**src/rtl/fifo_arb_pkg.sv**
```systemverilog
// fifo_arb_pkg: shared types, FIFO defaults and index helper for the FIFO write arbiter.
package fifo_arb_pkg;

    typedef enum logic [0:0] {
        IDLE  = 1'b0,
        BURST = 1'b1
    } arb_state_t;

    localparam int FIFO_DEPTH  = 64;
    localparam int FIFO_DATA_W = 8;

    // Next round-robin start position after idx, wrapping the last requester to 0.
    function automatic int rr_next(input int idx, input int num_req);
        int nxt;
        if (idx >= num_req - 1) begin
            nxt = 0;
        end else begin
            nxt = idx + 1;
        end
        return nxt;
    endfunction

endpackage

```
**src/rtl/fifo_wr_arbiter_rr_pick.sv**
```systemverilog
// rr_pick: combinational round-robin priority picker; the first asserted req at or after rr wins.
module rr_pick
    import fifo_arb_pkg::*;
#(
    parameter int NUM_REQ = 4,
    parameter int IDX_W   = 2
) (
    input  logic [NUM_REQ-1:0] req,
    input  logic [IDX_W-1:0]   rr,
    output logic [NUM_REQ-1:0] win_onehot,
    output logic [IDX_W-1:0]   win_idx,
    output logic               found
);

    logic [NUM_REQ-1:0] rot_s;
    logic [IDX_W:0]     off_s;
    logic [IDX_W:0]     sum_s;

    // Rotate the request vector so that position 0 is the current rr slot.
    assign rot_s = NUM_REQ'({req, req} >> rr);

    // Scan downward so the lowest rotated hit is the one left in off_s.
    always_comb begin
        found = 1'b0;
        off_s = '0;
        for (int k = NUM_REQ - 1; k >= 0; k--) begin
            if (rot_s[k]) begin
                found = 1'b1;
                off_s = (IDX_W + 1)'(k);
            end else begin
                off_s = off_s;
            end
        end
        sum_s = {1'b0, rr} + off_s;
        if (sum_s >= (IDX_W + 1)'(NUM_REQ)) begin
            sum_s = sum_s - (IDX_W + 1)'(NUM_REQ);
        end else begin
            sum_s = sum_s;
        end
        win_idx = sum_s[IDX_W-1:0];
        if (found) begin
            win_onehot = {{(NUM_REQ - 1){1'b0}}, 1'b1} << win_idx;
        end else begin
            win_onehot = '0;
        end
    end

endmodule

```
**src/rtl/fifo_wr_arbiter.sv**
```systemverilog
// fifo_wr_arbiter: round-robin arbiter sharing the FIFO write port among NUM_REQ producers.
// Define FIFO_ARB_BURST_EN to build the IDLE/BURST lock of up to MAX_BURST beats per grant.
module fifo_wr_arbiter
    import fifo_arb_pkg::*;
#(
    parameter int NUM_REQ   = 4,
    parameter int DATA_W    = FIFO_DATA_W,
    parameter int DEPTH     = FIFO_DEPTH,
    parameter int CNT_W     = 8,
    parameter int MAX_BURST = 4
) (
    input  logic                       clk,
    input  logic                       rst,
    input  logic [NUM_REQ-1:0]         req,
    input  logic [NUM_REQ*DATA_W-1:0]  req_data,
    output logic [NUM_REQ-1:0]         gnt,
    input  logic [CNT_W-1:0]           fifo_counter,
    input  logic                       buf_full,
    output logic                       wr_en,
    output logic [DATA_W-1:0]          buf_in,
    output logic [$clog2(NUM_REQ)-1:0] owner,
    output logic                       busy
);

    localparam int             IDX_W   = $clog2(NUM_REQ);
    localparam logic [CNT_W:0] DEPTH_C = (CNT_W + 1)'(DEPTH);

    if (NUM_REQ < 2 || NUM_REQ > 8 || MAX_BURST < 1 || MAX_BURST > 15) begin : g_param_range
        $error("fifo_wr_arbiter: NUM_REQ or MAX_BURST out of range");
    end

    logic [NUM_REQ-1:0] win_onehot_s;
    logic [IDX_W-1:0]   win_idx_s;
    logic               found_s;
    logic [CNT_W:0]     occ_sum_s;
    logic               space_s;
    logic [NUM_REQ-1:0] gnt_s;
    logic [IDX_W-1:0]   gnt_idx_s;
    logic               gnt_any_s;
    logic [DATA_W-1:0]  gnt_data_s;
    logic [IDX_W-1:0]   rr_r;
    logic [IDX_W-1:0]   owner_r;
    logic               wr_en_r;
    logic [DATA_W-1:0]  buf_in_r;

    rr_pick #(
        .NUM_REQ (NUM_REQ),
        .IDX_W   (IDX_W)
    ) u_rr_pick (
        .req        (req),
        .rr         (rr_r),
        .win_onehot (win_onehot_s),
        .win_idx    (win_idx_s),
        .found      (found_s)
    );

    // The in-flight write is counted so a beat granted now still has a slot when it lands.
    assign occ_sum_s  = {1'b0, fifo_counter} + {{CNT_W{1'b0}}, wr_en_r};
    assign space_s    = !buf_full && (occ_sum_s < DEPTH_C);
    assign gnt_data_s = req_data[int'(gnt_idx_s) * DATA_W +: DATA_W];

    assign gnt    = rst ? '0 : gnt_s;
    assign wr_en  = wr_en_r;
    assign buf_in = buf_in_r;
    assign owner  = owner_r;

    // Write port register: one accepted beat becomes one FIFO write on the next cycle.
    always_ff @(posedge clk or posedge rst) begin
        if (rst) begin
            wr_en_r  <= 1'b0;
            buf_in_r <= '0;
        end else if (gnt_any_s) begin
            wr_en_r  <= 1'b1;
            buf_in_r <= gnt_data_s;
        end else begin
            wr_en_r  <= 1'b0;
            buf_in_r <= buf_in_r;
        end
    end

`ifdef FIFO_ARB_BURST_EN
    localparam int BEAT_W = $clog2(MAX_BURST + 1);

    arb_state_t        state_r;
    arb_state_t        state_s;
    logic [BEAT_W-1:0] beats_r;
    logic [BEAT_W-1:0] beats_s;
    logic [IDX_W-1:0]  rr_s;
    logic [IDX_W-1:0]  owner_s;
    logic              busy_r;

    // Burst FSM: lock a winner until it drops req or reaches MAX_BURST, then release for one cycle.
    always_comb begin
        state_s   = state_r;
        beats_s   = beats_r;
        rr_s      = rr_r;
        owner_s   = owner_r;
        gnt_s     = '0;
        gnt_idx_s = owner_r;
        gnt_any_s = 1'b0;
        case (state_r)
            IDLE: begin
                if (found_s && space_s) begin
                    gnt_s     = win_onehot_s;
                    gnt_idx_s = win_idx_s;
                    gnt_any_s = 1'b1;
                    owner_s   = win_idx_s;
                    beats_s   = BEAT_W'(1);
                    state_s   = BURST;
                end else begin
                    state_s   = IDLE;
                end
            end
            BURST: begin
                if (!req[owner_r] || (beats_r == BEAT_W'(MAX_BURST))) begin
                    rr_s    = IDX_W'(rr_next(int'(owner_r), NUM_REQ));
                    state_s = IDLE;
                end else if (space_s) begin
                    gnt_s[owner_r] = 1'b1;
                    gnt_any_s      = 1'b1;
                    beats_s        = beats_r + BEAT_W'(1);
                end else begin
                    state_s = BURST;
                end
            end
            default: begin
                state_s = IDLE;
            end
        endcase
    end

    // Burst FSM state and bookkeeping registers.
    always_ff @(posedge clk or posedge rst) begin
        if (rst) begin
            state_r <= IDLE;
            beats_r <= '0;
            rr_r    <= '0;
            owner_r <= '0;
            busy_r  <= 1'b0;
        end else begin
            state_r <= state_s;
            beats_r <= beats_s;
            rr_r    <= rr_s;
            owner_r <= owner_s;
            busy_r  <= (state_s == BURST);
        end
    end

    assign busy = busy_r;
`else
    // Single-beat mode: every cycle with space grants the round-robin winner.
    always_comb begin
        gnt_s     = '0;
        gnt_idx_s = win_idx_s;
        gnt_any_s = 1'b0;
        if (space_s && found_s) begin
            gnt_s     = win_onehot_s;
            gnt_any_s = 1'b1;
        end else begin
            gnt_s     = '0;
            gnt_any_s = 1'b0;
        end
    end

    // Pointer moves past each winner on the same edge, so different requesters alternate with no bubble.
    always_ff @(posedge clk or posedge rst) begin
        if (rst) begin
            rr_r    <= '0;
            owner_r <= '0;
        end else if (gnt_any_s) begin
            rr_r    <= IDX_W'(rr_next(int'(gnt_idx_s), NUM_REQ));
            owner_r <= gnt_idx_s;
        end else begin
            rr_r    <= rr_r;
            owner_r <= owner_r;
        end
    end

    assign busy = 1'b0;
`endif

endmodule
```
**config.mk**
```make
export PLATFORM = sky130hd
export DESIGN_NAME = fifo_wr_arbiter
export DESIGN_NICKNAME = d
export VERILOG_FILES = /design/src/rtl/fifo_arb_pkg.sv /design/src/rtl/fifo_wr_arbiter_rr_pick.sv /design/src/rtl/fifo_wr_arbiter.sv
export SDC_FILE = /design/constraint.sdc
export NUM_CORES = 1
export LEC_CHECK = 0
export CAP_MARGIN = 25
export CORE_ASPECT_RATIO = 0.6
export CORE_UTILIZATION = 50
export DETAILED_ROUTE_END_ITERATION = 16
export DONT_BUFFER_PORTS = 1
export PLACE_DENSITY = 0.68
export SLEW_MARGIN = 15
export SYNTH_ARGS = -nofsm -noshare
export SYNTH_HDL_FRONTEND = slang
export SYNTH_SLANG_ARGS = --single-unit
```
**constraint.sdc**
```tcl
create_clock -name clk -period 2.8 [get_ports clk]
set_input_delay 0.42 -clock clk [delete_from_list [all_inputs] [get_ports clk]]
set_output_delay 0.42 -clock clk [all_outputs]
set_load 0.02 [all_outputs]
```
==> flow_summary.toml <==
[yosys]
seq_area_frac_synth_pct = 28.9
avgSynthCellArea_um2 = 9.02
yosysTopAreaCell = "dfrtp_1"
yosysWarnings = 0
synthFlopType = "dfrtp_1"
ys_ff_latch = 13
ys_types = 38
syn_inst = 125
synth.most_common_cell = "nor2b_1"
syn-cell-area_mm2 = 0.00113
yosysTopAreaCellShare_pct = 28.9
synth_edf_count = 0
netlist_top_cells_area = "dfrtp_1 29%, nor2b_1 10%, a2111oi_1 7.1%"
synth_common_cells = "18 x nor2b_1, 13 x dfrtp_1, 10 x nand2_1"
async_reset_ff_share_pct = 100
synth_fp_nets = 174

[power]
ir_worst_vdd_uv = 646
leakage_nw = 0.512
seqPwrFrac_pct = 23.0
total_power_mw = 1.89
p_clk_share_pct = 8.8
p_per_area_mw_per_mm2 = 1360
power.internal_mw = 0.935
combinationalPowerShare_pct = 68.1
swShare_pct = 50.6
power.switching_mw = 0.957

[floorplanning]
core_area_mm2 = 0.00198
rows = 12
die_area_mm2 = 0.00245
start_util_pct = 56.9
die_y_um = 38.8
fp.dieW_um = 63.3
ios = 63

[setup_path]
crit_path_start_kind = "flop"
worstPathRequired_ns = 2.38
crit_fanout = 5
rr_startpoint = "rr_r[1]$_DFFE_PP0N_"
worstPathArrival_ns = 2.39
reg2reg_depth = 10
crit_type = "flop to output port"
worstReg2RegEnd = "buf_in[4]$_DFFE_PP0N_"
rrSetupSlack_ns = 0.18
worstSetupEndpointType = "output port"

[timing]
fin_setup_tns_ns = -0.00604
fin_crit_sh_pct = 100
hold_violations = 0
slew_headroom_pct = 64.0
max_freq_ghz = 0.356
tightest_slew_ns = 0.536
setup_viol = 1
period_needed_ns = 2.81
clock-skew-final_ns = 0.00256
finalWorstSetupSlack_ns = -0.00604
rsz0062_at_grt = "yes"
final_max_slew_viol_count = 0
hold_ws_ns = 0.0806

[grt]
overflow = 0
grt_pass1_wl_mm = 4.39
grt_max_degree = 34
antenna_found_initial = 0
grt_pass1_vias = 893
track_usage_pct = 24.9

[drt]
drt-total-wl_mm = 2.98
avgRoutedWirePerCell_um = 18.7
ant_nets = 0
drc = 0
vias = 1035
first_pass_iters = 4
first_iter_violations = 25
via_per_inst = 6.51

[placement]
dp.cells = 151
port_buffers = 0
place.gp.congestion = 0.812
placed_area_mm2 = 0.00121
place_ws_ns = 0.103

[finish]
final_util_pct = 70.3
regArea_um2 = 325
drive_above_1_share_pct = 32.8
syn_to_final_growth_pct = 23.6
diodes = 0
num-nets-final = 181
finalInstanceArea_mm2 = 0.00139
fin_cells = 159
fillers = 156
multiInputGateArea_um2 = 878

[cts]
clk_path_buf_depth = 2
insertion_delay_ns = 0.24
clock-sinks = 13
ctsHtreeMaxLevel = 1
cts_root_buffer = "clkbuf_8"
cts_hold_buf = 0
numCtsBuffers = 3
cts_tree = "yes"
clk_pin_slew_ns = 0.06

[status]
violations = "setup timing"
status = "finished, violations left"

[flow_run]
cap_violations = 0

[worst_hold_path]
hp-class = "input port to async pin"
[area by class of cell]
class,count,share of cell area (%)
Timing Repair Buffer,12,6.73
Tap cell,28,2.51
Inverter,4,1.08
Sequential cell,13,23.3
Clock buffer,3,2.96
Clock inverter,1,0.359
Multi-Input combinational cell,98,63.0
[layout by cell type (no fill, tap or decap), types with 3 or more instances in the layout]
| master | count |
|---|---|
| nand2_1 | 10 |
| nor2_1 | 4 |
| a221oi_2 | 3 |
| a21oi_2 | 3 |
| nor2b_1 | 18 |
| nor4_4 | 3 |
| nand2b_1 | 3 |
| o31ai_1 | 9 |
| a221oi_1 | 5 |
| buf_4 | 11 |
| inv_1 | 3 |
| a2111oi_1 | 8 |
| clkbuf_8 | 3 |
| dfrtp_1 | 13 |
[worst max-delay path by stage]
| stage | depth (start not counted) | end | start | slack, ns |
|---|---|---|---|---|
| detailed placement | 10 | buf_in[4]$_DFFE_PP0N_ | rr_r[1]$_DFFE_PP0N_ | 0.10 |
| global placement | 10 | buf_in[4]$_DFFE_PP0N_ | rr_r[1]$_DFFE_PP0N_ | 0.23 |
| floorplan | 13 | gnt[3] | req[2] | 0.02 |
| finish | 11 | gnt[2] | rr_r[1]$_DFFE_PP0N_ | -0.006 |
| CTS | 12 | gnt[3] | rr_r[1]$_DFFE_PP0N_ | 0.03 |
| global route | 12 | gnt[2] | rr_r[1]$_DFFE_PP0N_ | -0.12 |
[layer usage]
| layer | global-route usage, % | share of wire (%) |
|---|---|---|
| met2 | 36.8 | 43 |
| met4 | 6.82 | 0.44 |
| met3 | 6.76 | 7.7 |
| met5 | 0 | 0 |
| met1 | 35.5 | 49 |
[critical path, stage by stage, from the launching register on]
cell	delay (ns)
dfrtp_1	0.41
o21ai_0	0.19
a21oi_1	0.09
nor3_1	0.23
a21oi_2	0.07
ha_4	0.21
xnor2_4	0.15
nor4_4	0.31
nor2_4	0.07
buf_6	0.13
nor4_4	0.11
buf_4	0.17
[state kept, by name (all words and copies together) (netlist names)]
name,cells
wr_en,1
rr_r,2
owner,2
buf_in,8
[logic make-up after synthesis]
family	synth area share, %
other	0.333
and+or+nand+nor	28.9
buffers and inverters	5.66
AOI/OAI and AO/OA	29.6
DFF	28.9
muxes	2.89
xor gates and xnor gates	1.55
adders and majority gates	2.22
[timing repair]
item	in CTS	in global routing
setup endpoints to repair	3	12
buffers inserted	3	1
resized for setup	5	15
pin swaps	3	8
[power by group through the flow]
stage | logic (mW) | clock network [mW] | registers (mW)
after floorplan | 0.799 | 0 | 0.406
after global placement | 0.982 | 0 | 0.434
after detailed placement | 1.02 | 0 | 0.437
after CTS | 1.11 | 0.173 | 0.430
after global routing | 1.41 | 0.182 | 0.446
final | 1.29 | 0.167 | 0.436
(Power assumes the default switching activity.)
